**src/rtl/pipelined_control_unit.sv**
```systemverilog
// ---------------------------------------------------------------------------
// pipelined_control_unit
// Control path for a 5-stage MIPS pipeline. Decodes the ID-stage instruction
// and carries its control bundle through the ID/EX, EX/MEM and MEM/WB control
// registers. It also detects load-use hazards, resolves branches in EX, and
// drives stall, bubble and flush controls. A saturating counter records the
// cycles lost to stalls and taken branches.
//
// Ports
//   clk, rst                 rising-edge clock, async active-high reset
//   id_valid/opcode/funct/rs/rt   ID-stage instruction fields
//   ex_zero                  ALU zero flag of the instruction in EX
//   ex_*                     ID/EX control (registered)
//   mem_read, mem_write      EX/MEM control (registered)
//   wb_mem_to_reg, wb_reg_write   MEM/WB control (registered)
//   id_jump, id_jr           current ID instruction is j / jr (combinational)
//   branch_taken             branch in EX is taken (combinational)
//   pc_write, if_id_write    0 holds PC / IF-ID (combinational)
//   if_id_flush              zero IF/ID at the next edge (combinational)
//   illegal_op               one-cycle pulse after an undefined opcode
//   stall_count              saturating stall + flush cycle count
// ---------------------------------------------------------------------------
module pipelined_control_unit #(
    parameter int unsigned ALUOP_W     = 3,
    parameter int unsigned STALL_CNT_W = 16,
    parameter bit          HAZARD_EN   = 1'b1,
    parameter logic [5:0]  JR_FUNCT    = 6'h08
) (
    input  logic                   clk,
    input  logic                   rst,
    input  logic                   id_valid,
    input  logic [5:0]             id_opcode,
    input  logic [5:0]             id_funct,
    input  logic [4:0]             id_rs,
    input  logic [4:0]             id_rt,
    input  logic                   ex_zero,
    output logic                   ex_reg_dst,
    output logic                   ex_beq,
    output logic                   ex_bne,
    output logic                   ex_valid,
    output logic [1:0]             ex_alu_src,
    output logic [ALUOP_W-1:0]     ex_alu_op,
    output logic                   mem_read,
    output logic                   mem_write,
    output logic                   wb_mem_to_reg,
    output logic                   wb_reg_write,
    output logic                   id_jump,
    output logic                   id_jr,
    output logic                   branch_taken,
    output logic                   pc_write,
    output logic                   if_id_write,
    output logic                   if_id_flush,
    output logic                   illegal_op,
    output logic [STALL_CNT_W-1:0] stall_count
);

    localparam logic [5:0] OP_RTYPE = 6'h00;
    localparam logic [5:0] OP_J     = 6'h02;
    localparam logic [5:0] OP_BEQ   = 6'h04;
    localparam logic [5:0] OP_BNE   = 6'h05;
    localparam logic [5:0] OP_ADDI  = 6'h08;
    localparam logic [5:0] OP_SLTI  = 6'h0A;
    localparam logic [5:0] OP_ANDI  = 6'h0C;
    localparam logic [5:0] OP_ORI   = 6'h0D;
    localparam logic [5:0] OP_XORI  = 6'h0E;
    localparam logic [5:0] OP_LW    = 6'h23;
    localparam logic [5:0] OP_SW    = 6'h2B;

    localparam logic [ALUOP_W-1:0] ALU_ADD = ALUOP_W'(3'b000);
    localparam logic [ALUOP_W-1:0] ALU_SUB = ALUOP_W'(3'b001);
    localparam logic [ALUOP_W-1:0] ALU_RF  = ALUOP_W'(3'b010);
    localparam logic [ALUOP_W-1:0] ALU_AND = ALUOP_W'(3'b011);
    localparam logic [ALUOP_W-1:0] ALU_OR  = ALUOP_W'(3'b100);
    localparam logic [ALUOP_W-1:0] ALU_XOR = ALUOP_W'(3'b101);
    localparam logic [ALUOP_W-1:0] ALU_SLT = ALUOP_W'(3'b110);

    localparam logic [1:0] SRC_REG  = 2'b00;
    localparam logic [1:0] SRC_SEXT = 2'b01;
    localparam logic [1:0] SRC_ZEXT = 2'b10;

    // Control bundle held in the ID/EX register
    typedef struct packed {
        logic               valid;
        logic               reg_dst;
        logic               beq;
        logic               bne;
        logic [1:0]         alu_src;
        logic [ALUOP_W-1:0] alu_op;
        logic               mem_read;
        logic               mem_write;
        logic               mem_to_reg;
        logic               reg_write;
        logic [4:0]         rt;
    } idex_t;

    typedef struct packed {
        logic mem_read;
        logic mem_write;
        logic mem_to_reg;
        logic reg_write;
    } exmem_t;

    typedef struct packed {
        logic mem_to_reg;
        logic reg_write;
    } memwb_t;

    idex_t                  dec_c;
    logic                   dec_jump_c;
    logic                   dec_jr_c;
    logic                   dec_illegal_c;
    logic                   uses_rt_c;
    logic                   load_use_c;
    logic                   stall_c;
    logic                   bubble_c;
    logic                   taken_c;

    idex_t                  idex_d, idex_q;
    exmem_t                 exmem_d, exmem_q;
    memwb_t                 memwb_d, memwb_q;
    logic                   illegal_d, illegal_q;
    logic [STALL_CNT_W-1:0] stall_cnt_d, stall_cnt_q;

    // Opcode decode; an invalid ID slot yields the all-zero NOP bundle
    always_comb begin
        dec_c         = '0;
        dec_jump_c    = 1'b0;
        dec_jr_c      = 1'b0;
        dec_illegal_c = 1'b0;
        if (id_valid) begin
            dec_c.valid = 1'b1;
            dec_c.rt    = id_rt;
            unique case (id_opcode)
                OP_RTYPE: begin
                    if (id_funct == JR_FUNCT) begin
                        dec_jr_c = 1'b1;
                    end else begin
                        dec_c.reg_dst   = 1'b1;
                        dec_c.alu_op    = ALU_RF;
                        dec_c.reg_write = 1'b1;
                    end
                end
                OP_J: dec_jump_c = 1'b1;
                OP_BEQ: begin
                    dec_c.beq    = 1'b1;
                    dec_c.alu_op = ALU_SUB;
                end
                OP_BNE: begin
                    dec_c.bne    = 1'b1;
                    dec_c.alu_op = ALU_SUB;
                end
                OP_LW: begin
                    dec_c.mem_read   = 1'b1;
                    dec_c.mem_to_reg = 1'b1;
                    dec_c.reg_write  = 1'b1;
                    dec_c.alu_src    = SRC_SEXT;
                    dec_c.alu_op     = ALU_ADD;
                end
                OP_SW: begin
                    dec_c.mem_write = 1'b1;
                    dec_c.alu_src   = SRC_SEXT;
                    dec_c.alu_op    = ALU_ADD;
                end
                OP_ADDI: begin
                    dec_c.alu_src   = SRC_SEXT;
                    dec_c.alu_op    = ALU_ADD;
                    dec_c.reg_write = 1'b1;
                end
                OP_SLTI: begin
                    dec_c.alu_src   = SRC_SEXT;
                    dec_c.alu_op    = ALU_SLT;
                    dec_c.reg_write = 1'b1;
                end
                OP_ANDI: begin
                    dec_c.alu_src   = SRC_ZEXT;
                    dec_c.alu_op    = ALU_AND;
                    dec_c.reg_write = 1'b1;
                end
                OP_ORI: begin
                    dec_c.alu_src   = SRC_ZEXT;
                    dec_c.alu_op    = ALU_OR;
                    dec_c.reg_write = 1'b1;
                end
                OP_XORI: begin
                    dec_c.alu_src   = SRC_ZEXT;
                    dec_c.alu_op    = ALU_XOR;
                    dec_c.reg_write = 1'b1;
                end
                default: begin
                    // Undefined opcode travels down the pipe as a NOP
                    dec_c         = '0;
                    dec_illegal_c = 1'b1;
                end
            endcase
        end
    end

    assign uses_rt_c = (id_opcode == OP_RTYPE) || (id_opcode == OP_BEQ) ||
                       (id_opcode == OP_BNE)   || (id_opcode == OP_SW);

    // Hazard and branch resolution; a taken branch outranks a load-use stall
    always_comb begin
        taken_c    = idex_q.valid &
                     ((idex_q.beq & ex_zero) | (idex_q.bne & ~ex_zero));
        load_use_c = HAZARD_EN && idex_q.valid && idex_q.mem_read &&
                     (idex_q.rt != 5'd0) && id_valid &&
                     ((idex_q.rt == id_rs) || (uses_rt_c && (idex_q.rt == id_rt)));
        stall_c    = load_use_c & ~taken_c;
        bubble_c   = stall_c | taken_c;
    end

    assign id_jump      = dec_jump_c;
    assign id_jr        = dec_jr_c;
    assign branch_taken = taken_c;
    assign pc_write     = ~stall_c;
    assign if_id_write  = ~stall_c;
    // A stalled jump stays in ID, so its flush waits until it is released
    assign if_id_flush  = taken_c | ((dec_jump_c | dec_jr_c) & ~stall_c);

    // Next-state for the control pipeline and monitor counter
    always_comb begin
        idex_d      = bubble_c ? idex_t'('0) : dec_c;
        exmem_d     = '{mem_read:   idex_q.mem_read,
                        mem_write:  idex_q.mem_write,
                        mem_to_reg: idex_q.mem_to_reg,
                        reg_write:  idex_q.reg_write};
        memwb_d     = '{mem_to_reg: exmem_q.mem_to_reg,
                        reg_write:  exmem_q.reg_write};
        // A stalled illegal op is decoded again next cycle; report it once
        illegal_d   = dec_illegal_c & ~bubble_c;
        stall_cnt_d = stall_cnt_q;
        if (bubble_c && (stall_cnt_q != {STALL_CNT_W{1'b1}})) begin
            stall_cnt_d = stall_cnt_q + STALL_CNT_W'(1);
        end
    end

    // Control registers
    always_ff @(posedge clk or posedge rst) begin
        if (rst) begin
            idex_q      <= '0;
            exmem_q     <= '0;
            memwb_q     <= '0;
            illegal_q   <= 1'b0;
            stall_cnt_q <= '0;
        end else begin
            idex_q      <= idex_d;
            exmem_q     <= exmem_d;
            memwb_q     <= memwb_d;
            illegal_q   <= illegal_d;
            stall_cnt_q <= stall_cnt_d;
        end
    end

    assign ex_valid      = idex_q.valid;
    assign ex_reg_dst    = idex_q.reg_dst;
    assign ex_beq        = idex_q.beq;
    assign ex_bne        = idex_q.bne;
    assign ex_alu_src    = idex_q.alu_src;
    assign ex_alu_op     = idex_q.alu_op;
    assign mem_read      = exmem_q.mem_read;
    assign mem_write     = exmem_q.mem_write;
    assign wb_mem_to_reg = memwb_q.mem_to_reg;
    assign wb_reg_write  = memwb_q.reg_write;
    assign illegal_op    = illegal_q;
    assign stall_count   = stall_cnt_q;

endmodule

```
**config.mk**
```make
export PLATFORM = sky130hd
export DESIGN_NAME = pipelined_control_unit
export DESIGN_NICKNAME = d
export VERILOG_FILES = /design/src/rtl/pipelined_control_unit.sv
export SDC_FILE = /design/constraint.sdc
export NUM_CORES = 1
export LEC_CHECK = 0
export ABC_AREA = 1
export CORE_ASPECT_RATIO = 0.9
export CORE_MARGIN = 5
export CORE_UTILIZATION = 51
export DETAILED_ROUTE_END_ITERATION = 8
export PLACE_DENSITY_LB_ADDON = 0.1
export SLEW_MARGIN = 20
export SYNTH_ARGS = -nofsm -noshare
export SYNTH_HDL_FRONTEND = slang
export SYNTH_SLANG_ARGS = --single-unit
```
**constraint.sdc**
```tcl
create_clock -name clk -period 4 [get_ports clk]
set_input_delay 0.4 -clock clk [delete_from_list [all_inputs] [get_ports clk]]
set_output_delay 0.4 -clock clk [all_outputs]
set_load 0.02 [all_outputs]
```
==> reports/results.tsv <==
stage	metric	value	unit
logic_synthesis	seq_area_frac_synth	45.22	%
floorplanning	dieHeight	71.72	µm
sta	setup_violations	0	
logic_synthesis	synth_compound_area_share	0.9855	%
grt	grt_max_degree	40	
logic_synthesis	synth.net_count	302	
sta	timing_hold_violations_final	0	
critical_path	critPathKind	input pin to output port	
floorplanning	die_w	78.57	µm
power	pwr-share-seq	47.9	%
logic_synthesis	ys_ff_latch	39	
cells_and_area	final_layout_size_suffix_gt1_share	7.186	%
placed_design	placed_area	2743	µm²
power	p_sw	0.2247	mW
logic_synthesis	synthSimpleGateAreaFrac	37.28	%
logic_synthesis	synth_area	2158	µm²
min_path	hold_path.class	flop to flop	
logic_synthesis	synthXorXnorAreaFrac	5.681	%
cells_and_area	final_area	2855	µm²
route	drt_wl_total	5023	µm
logic_synthesis	avgSynthCellArea	7.848	µm²
logic_synthesis	synth.largest_area_cell	dfrtp_1	
floorplanning	die_area	5635	µm²
sta	slew_headroom	67.43	%
logic_synthesis	ys_warn_count	0	
cells_and_area	fin_util	70.09	%
power	p_sw_share	25.55	%
power	power	0.8798	mW
route	ant_nets	0	
power	power_frac_clock	37.4	%
logic_synthesis	muxShareOfSynthArea	0	%
critical_path	cp_data_required_time	3600	ps
clock_tree	clk_path_buf_depth	2	
critical_path	cp.arrival	2370	ps
grt	grt_pass1_vias	1894	
clock_tree	cts_sinks	39	
logic_synthesis	synth_top_family_by_area	simple AND/OR/NAND/NOR gates	
power	power_leakage	1.375	nW
power	power.density	308.1	nW/µm²
cells_and_area	nets	360	
logic_synthesis	synthAdderAreaFrac	0.5797	%
clock_tree	clockRootBuffer	clkbuf_8	
clock_tree	path_clk_slew	70	ps
route	dr.first_iter.drc_count	195	
route	drc	0	
clock_tree	cts_tree	done	
grt	antenna_found_initial	0	
floorplanning	num_rows	22	
placed_design	post-dp-hpwl	3869	µm
placed_design	io_buffers	61	
route	viasPerCell	5.123	
sta	finalCritPeriodShare	69.27	%
clock_tree	clkLatencyLatePin	300	ps
cells_and_area	largest_reg_flops	16	
clock_tree	cts_made_buffers	5	
power	intPower	0.6550	mW
sta	rsz0062_at_grt	false	
flow_run	max_cap_viol_count	0	
critical_path	cp-end-kind	output port	
clock_tree	cts_setup_buffers	0	
sta	clock_skew	7.246	ps
logic_synthesis	synthTopCellsByArea	dfrtp_1 (45%), nand2_1 (11%), nand3_1 (7.9%)	
placed_design	dp_slack	1240	ps
floorplanning	core-area	4074	µm²
power	peakVddDrop	194.8	µV
grt	grt_pass1_wl	8618	µm
cells_and_area	n_fill_cell	345	
sta	finalWorstSetupSlack	1229	ps
floorplanning	ios	62	
logic_synthesis	syn_inst	275	
sta	slew_viol_final	0	
sta	period_minus_slack	2771	ps
route	vias	1957	
power	comb_power_share	14.7	%
sta	worst_pin_slew	484.8	ps
route	wl_per_cell	13.15	µm
cells_and_area	diodes	0	
critical_path	crit_path_max_fanout	7	
clock_tree	hold_buffers	0	
grt	grtUsageTotal	19.34	%
cells_and_area	syn_to_final_growth	32.29	%
status	status	finished, final reports clean	
sta	clock.fmax	0.3609	GHz
sta	tns	0	ps
floorplanning	start_util	52.98	%
logic_synthesis	synthDominantCellAreaShare	45.22	%
route	drt-pass1-iter-count	4	
critical_path	cp-start-kind	input pin	
clock_tree	htree_levels	2	
clock_tree	cts.repair.resized	0	
grt	grt.overflow.total	0	
placed_design	place.gp.congestion	0.8906	
logic_synthesis	synth_cell_types	27	
-- critical path, cell delays in order --
cell             delay [ps]
clkdlybuf4s50_1         500
nor2_4                  210
nand3_1                 150
nand3_1                 140
nand3_1                  80
nand2_1                  70
nand2_2                  80
nor2_1                  140
inv_1                    70
clkdlybuf4s50_1         530
-- cell usage after synthesis, drive strengths merged --
cell / instances
a21oi: 1
ha: 1
dfrtp: 39
o21ai: 2
inv: 34
xor2: 7
nand3: 37
xnor2: 7
nor3: 12
nand2: 66
o22ai: 1
nand3b: 1
nor2: 45
and3: 1
buf: 10
nand4: 9
clkbuf: 1
or2: 1
-- cell type report --
type	instances	area, µm²	share of cell area, %
multi-input combinational	191	960.9	33.65
sequential	39	975.9	34.18
inverter	34	127.6	4.470
tap	48	60.06	2.103
timing repair buffer	62	618.1	21.65
clock buffer	5	68.82	2.410
clock inverter	3	43.79	1.534
-- layer usage --
layer / track usage (%) / part of all wire [%] / up-vias
met1: 25.72 / 46 / 900
met5: 0 / 0 / -
met4: 6.990 / 1.5 / 0
met2: 30.16 / 46 / 73
met3: 5.528 / 6.9 / 7
li1: - / - / 977
-- power by group through the flow --
stage | logic, mW | clock network [mW] | registers [mW]
floorplan | 0.0538 | 0 | 0.440
global placement | 0.127 | 0 | 0.428
detailed placement | 0.131 | 0 | 0.430
CTS | 0.131 | 0.335 | 0.422
global route | 0.143 | 0.353 | 0.425
finish | 0.129 | 0.329 | 0.421
-- placed cells by master, fill, tap and decap left out, types with 2 or more instances in the layout --
master           synthesis  layout
nand4_1                  9       9
nor2_2                   3       3
clkbuf_8                 0       5
nor3_1                  10      10
clkdlybuf4s50_1          0      61
nor2_4                   2       2
nand2_1                 63      63
dfrtp_1                 39      39
o21ai_0                  2       2
nand2_2                  2       2
inv_1                   33      33
xnor2_1                  7       7
xor2_1                   7       7
nor2_1                  40      40
nand3_1                 34      34
nand3_2                  3       3
-- final timing paths --
| check | from | end | slack (ps) | depth (start not counted) |
|---|---|---|---|---|
| max | id_opcode[4] | if_id_write | 1230 | 10 |
| min | exmem_d[2] | mem_write | 350 | 0 |
| max reg2reg | stall_count[0] | stall_count[0] | 2000 | 9 |
| min reg2reg | exmem_d[2] | mem_write | 350 | 0 |
| max in group asynchronous | rst | ex_bne | 3140 | 3 |
| min in group asynchronous | rst | wb_mem_to_reg | 520 | 3 |
-- cell families (layout without fill, tap and decap cells) --
group | Yosys count | in the layout
AO/OA/AOI/OAI | 4 | 4
adder cells (fa/ha/maj) | 1 | 1
XOR/XNOR | 14 | 14
AND/OR/NAND/NOR | 172 | 172
flip-flops | 39 | 39
buffers and inverters | 45 | 104
-- through the flow --
stage | instances | hold slack (ps)
after floorplan | 275 | 331.2
after global placement | 374 | 331.4
after detailed placement | 374 | 341.8
after CTS | 382 | 358.7
after global routing | 382 | 371.6
final | 382 | 354.3
Power figures use the tool's default switching activity.
==> RTL change 1, RTL diff (same settings) <==
Set the parameter `HAZARD_EN` to 1'b0 (it was 1'b1).
--- a/src/rtl/pipelined_control_unit.sv
+++ b/src/rtl/pipelined_control_unit.sv
@@ -24,5 +24,5 @@
     parameter int unsigned ALUOP_W     = 3,
     parameter int unsigned STALL_CNT_W = 16,
-    parameter bit          HAZARD_EN   = 1'b1,
+    parameter bit          HAZARD_EN   = 1'b0,
     parameter logic [5:0]  JR_FUNCT    = 6'h08
 ) (
Behaviour: not the same (a bounded check fails within 4 cycles, from zero or initial values and one cycle with rst high).
==> RTL change 1 against the original RTL <==
Setup slack gained 40 ps. Clock power shrank 4%. Power shrank 1.5%. Wire length shrank 14%. Worst hold slack lost 1.3 ps. Sequential cell count shrank 5. Synthesized area shrank 15%. Final area shrank 13%. Synthesized cell count shrank 8.4%. Critical endpoint is now if_id_flush.
==> RTL change 1: results (changes against the original RTL) <==
status: "complete, no violations"
gr-usage-met1_pct: 25.6  # -0.083 points
ys_types: 23  # -15%
overflow: 0  # unchanged
avgViaCountPerCell: 4.88  # -4.7%
place.gp.congestion: 0.964  # +8.2%
fillCellCount: 275  # -20%
clk_latency_ps: 290
fin_nets: 333  # -7.5%
first_global_vias: 1647  # -13%
portBuffers: 49  # -20%
finalCritPeriodShare_pct: 68.3  # -1.0 points
synthAdderAreaFrac_pct: 0.680  # +0.10 points
totalWireLength_microns: 4300  # -14%
pre_cts_ws_ps: 1300  # +61.3 ps
synth_area_per_cell_sq_um: 7.30  # -6.9%
critPathMaxStageDelay_ps: 620  # +90 ps
totalPowerFinal_w: 0.000867  # -1.5%
drt_pre_antenna_iters: 5  # +1
synth_area_leaders: "dfrtp_1 (46%), nand2_1 (20%), nor2_1 (7.1%)"
track_usage_pct: 19.4  # +0.042 points
grt_max_degree: 35  # -13%
synth-xor-area-share_pct: 3.33  # -2.4 points
cp-endpoint: "if_id_flush"
reg2reg_setup_slack_ps: 2230  # +230 ps
p_leak_nw: 1.20  # -13%
met1_length_microns: 1940  # -15%
grtUsageMet3_pct: 6.18  # +0.66 points
grt_pass1_wl_microns: 7240  # -16%
muxShareOfSynthArea_pct: 0  # unchanged
path_max_fanout: 4  # -3
finalClockSkew_ps: 4.50  # -2.75 ps
synthTopCellsByCount: "nand2_1 (99), nor2_1 (35), dfrtp_1 (34)"
stdcell_count: 351  # -8.1%
irDropWorstVdd_mv: 0.196  # +0.86%
synth_compound_area_share_pct: 3.67  # +2.7 points
ys_warn_count: 0  # unchanged
wl_met2_microns: 1920  # -17%
largest_register_ffs: 16  # unchanged
worstPathArrival_ps: 2330  # -40 ps
postPlaceCellArea_sq_mm: 0.00236  # -14%
place_inst: 343  # -8.3%
use_met2_pct: 29.7  # -0.47 points
wl_met3_microns: 366  # +5.5%
hpwl_microns: 3210  # -17%
yosysSeqAreaShare_pct: 46.2  # +1.0 points
worst_r2r_path_depth: 8  # -1
[RTL change 1: changes by cell type after synthesis, sizes merged, moves of 2 or more]
| cell | change |
|---|---|
| nand4 | -2 |
| nor2 | -7 |
| inv | -3 |
| nand3 | -26 |
| nor3 | -8 |
| xor2 | -4 |
| buf | -6 |
| dfrtp | -5 |
| nand2 | +37 |
| xnor2 | -3 |
| o21ai | +5 |
[RTL change 1: area by class of cell]
cell class / count / area [sq um] / share of cell area, %
multi-input cells: 184 / 840 / 33.9
clock inverters: 3 / 45.0 / 1.82
well taps: 44 / 55.1 / 2.23
flip-flops and latches: 34 / 851 / 34.4
clock buffers: 5 / 68.8 / 2.78
inverters: 31 / 116 / 4.70
repair buffers: 50 / 498 / 20.1
[RTL change 1: report_power, final]
group          switching, W  leakage [nW]  internal, W
Sequential        0.0000264         0.461     0.000362
Combinational     0.0000912         0.685    0.0000704
Clock              0.000131        0.0504     0.000185
Total              0.000249          1.20     0.000618
[RTL change 1: critical path: cells and delay by family]
family	cells	cell delay (ps)
simple gates	4	730
compound gates	1	140
buf+inv	2	1060
[RTL change 1: logic make-up after synthesis]
| logic type | after synthesis |
|---|---|
| fa+ha+maj | 1 |
| compound gates | 11 |
| flops | 34 |
| buf+inv | 35 |
| simple gates | 163 |
| xor+xnor | 7 |
| other cells | 1 |
[RTL change 1: worst min-delay path by stage]
stage	start	end	slack [ps]	depth (start not counted)
floorplan	exmem_d[0]	exmem_q[0]	330	0
global placement	exmem_d[0]	exmem_q[0]	330	0
detailed placement	exmem_q[0]	wb_reg_write	340	0
CTS	exmem_q[0]	wb_reg_write	360	0
global route	exmem_q[0]	wb_reg_write	360	0
finish	exmem_q[0]	wb_reg_write	350	0
==> RTL change 2, RTL diff (config.mk and constraints unchanged) <==
Made on the original files. Put one more register stage on the output `stall_count`, with the module's reset. The value now appears one clock later. The other outputs are not delayed to match. Comments in the files are not updated.
--- a/src/rtl/pipelined_control_unit.sv
+++ b/src/rtl/pipelined_control_unit.sv
@@ -263,5 +263,11 @@
     assign wb_reg_write  = memwb_q.reg_write;
     assign illegal_op    = illegal_q;
-    assign stall_count   = stall_cnt_q;
+    always_ff @(posedge clk or posedge rst) begin
+        if (rst) begin
+            stall_count <= '0;
+        end else begin
+            stall_count <= stall_cnt_q;
+        end
+    end
 
 endmodule
Formal check against the unedited RTL: not equivalent (Yosys sat finds a counterexample within 4 cycles, from zero or initial values and one cycle with rst high).
==> RTL change 2 against the original RTL <==
Final area up 15%. Fmax increased by 0.25%. Worst hold slack improved by 1.9 ps. Non-clock buffer count fell by 1. Setup slack gained 7.0 ps. Sequential power grew 41%. Power grew 16%. Synthesized area is 21% higher. Sequential cell count rose by 16. Clock power down 12%. Count of clock-buffer cells in the layout grew 1. Synthesized cell count grew 9.1%. Global-route usage fell by 2.1 points. Wire length is 8.6% higher. Critical endpoint unchanged. Highest routed layer unchanged.
==> RTL change 2: results (changes against the original RTL) <==
grt_pass1_wl_microns: 9340  # +8.3%
min_delay_worst_endpoint: "exmem_q[0]"
track_usage_pct: 17.3  # -2.1 points
drt-initial-drc-count: 121  # -38%
path_max_fanout: 7  # unchanged
p_leak_nw: 1.60  # +16%
rows: 24  # +9.1%
synth_area_leaders: "dfrtp_1 (53%), nand2_1 (9.9%), nand3_1 (5.9%)"
ys_types: 28  # +3.7%
synthTopCellsByCount: "nand2_1 (69), dfrtp_1 (55), inv_1 (37)"
htree_levels: 2  # unchanged
reg2reg_setup_slack_ps: 1980  # -20 ps
finalClockSkew_ps: 8.16  # +0.917 ps
first_global_vias: 1984  # +4.8%
min_from: "exmem_d[0]"
rr_endpoint: "stall_cnt_q[2]"
hold_ws_ps: 356  # +1.90 ps
p_sw_w: 0.000255  # +13%
place.gp.congestion: 0.864  # -3.0%
async_reset_ff_share_pct: 100  # unchanged
fin_nets: 383  # +6.4%
via_count: 2084  # +6.5%
yosysSeqAreaShare_pct: 52.7  # +7.5 points
final_layout_size_suffix_gt1_share_pct: 7.00  # -0.18 points
pre_cts_ws_ps: 1230  # -12.9 ps
syn-num-nets: 327  # +8.3%
hpwl_microns: 4050  # +4.6%
worst_pin_slew_ps: 901  # +416 ps
fillCellCount: 410  # +19%
clk_pin_slew_ps: 90  # +20 ps
status: "complete, no violations"
## RTL change 2: layout make-up
cell class | count | area share, %
sequential | 55 | 41.9
timing repair buffer | 61 | 18.6
clock inverter | 2 | 0.381
multi-input combinational | 195 | 30.1
clock buffer | 6 | 2.21
tap | 65 | 2.48
inverter | 38 | 4.38
## RTL change 2: worst max-delay path by stage
stage	endpoint	depth (start not counted)
6_report	if_id_write	10
5_1_grt	if_id_write	10
4_1_cts	if_id_write	10
3_5_place_dp	if_id_write	10
3_3_place_gp	if_id_write	10
2_1_floorplan	if_id_flush	5
## RTL change 2: routing by layer
metal  global-route usage (%)  up-vias  routed length [microns]
met1                     25.4      971                     2660
met5                        0        -                        0
met4                     4.27        0                       51
met3                     4.45        5                      341
met2                     25.6       56                     2400
li1                         -     1052                        -
## RTL change 2: power by group through the flow
stage	clock, W	combinational [W]	sequential [W]
floorplan	0	0.0000583	0.000614
global placement	0	0.000132	0.000603
detailed placement	0	0.000134	0.000604
CTS	0.000301	0.000134	0.000593
global route	0.000330	0.000147	0.000598
finish	0.000290	0.000133	0.000593
## RTL change 2: stage by stage
step	std cells	cell area, sq um	total power, W
5_1_grt	422	3280	0.00108
6_report	422	3280	0.00102
3_5_place_dp	414	3200	0.000737
4_1_cts	422	3280	0.00103
3_3_place_gp	414	3200	0.000735
2_1_floorplan	300	2610	0.000672
## RTL change 2: cell families (layout without fill, tap and decap cells)
| family | Yosys count | after routing | synth area share [%] |
|---|---|---|---|
| and+or+nand+nor | 176 | 176 | 31.8 |
| AOI/OAI and AO/OA | 4 | 4 | 0.766 |
| buffers and inverters | 50 | 107 | 9.53 |
| DFF | 55 | 55 | 52.7 |
| xor gates and xnor gates | 14 | 14 | 4.69 |
| adders and majority gates | 1 | 1 | 0.479 |
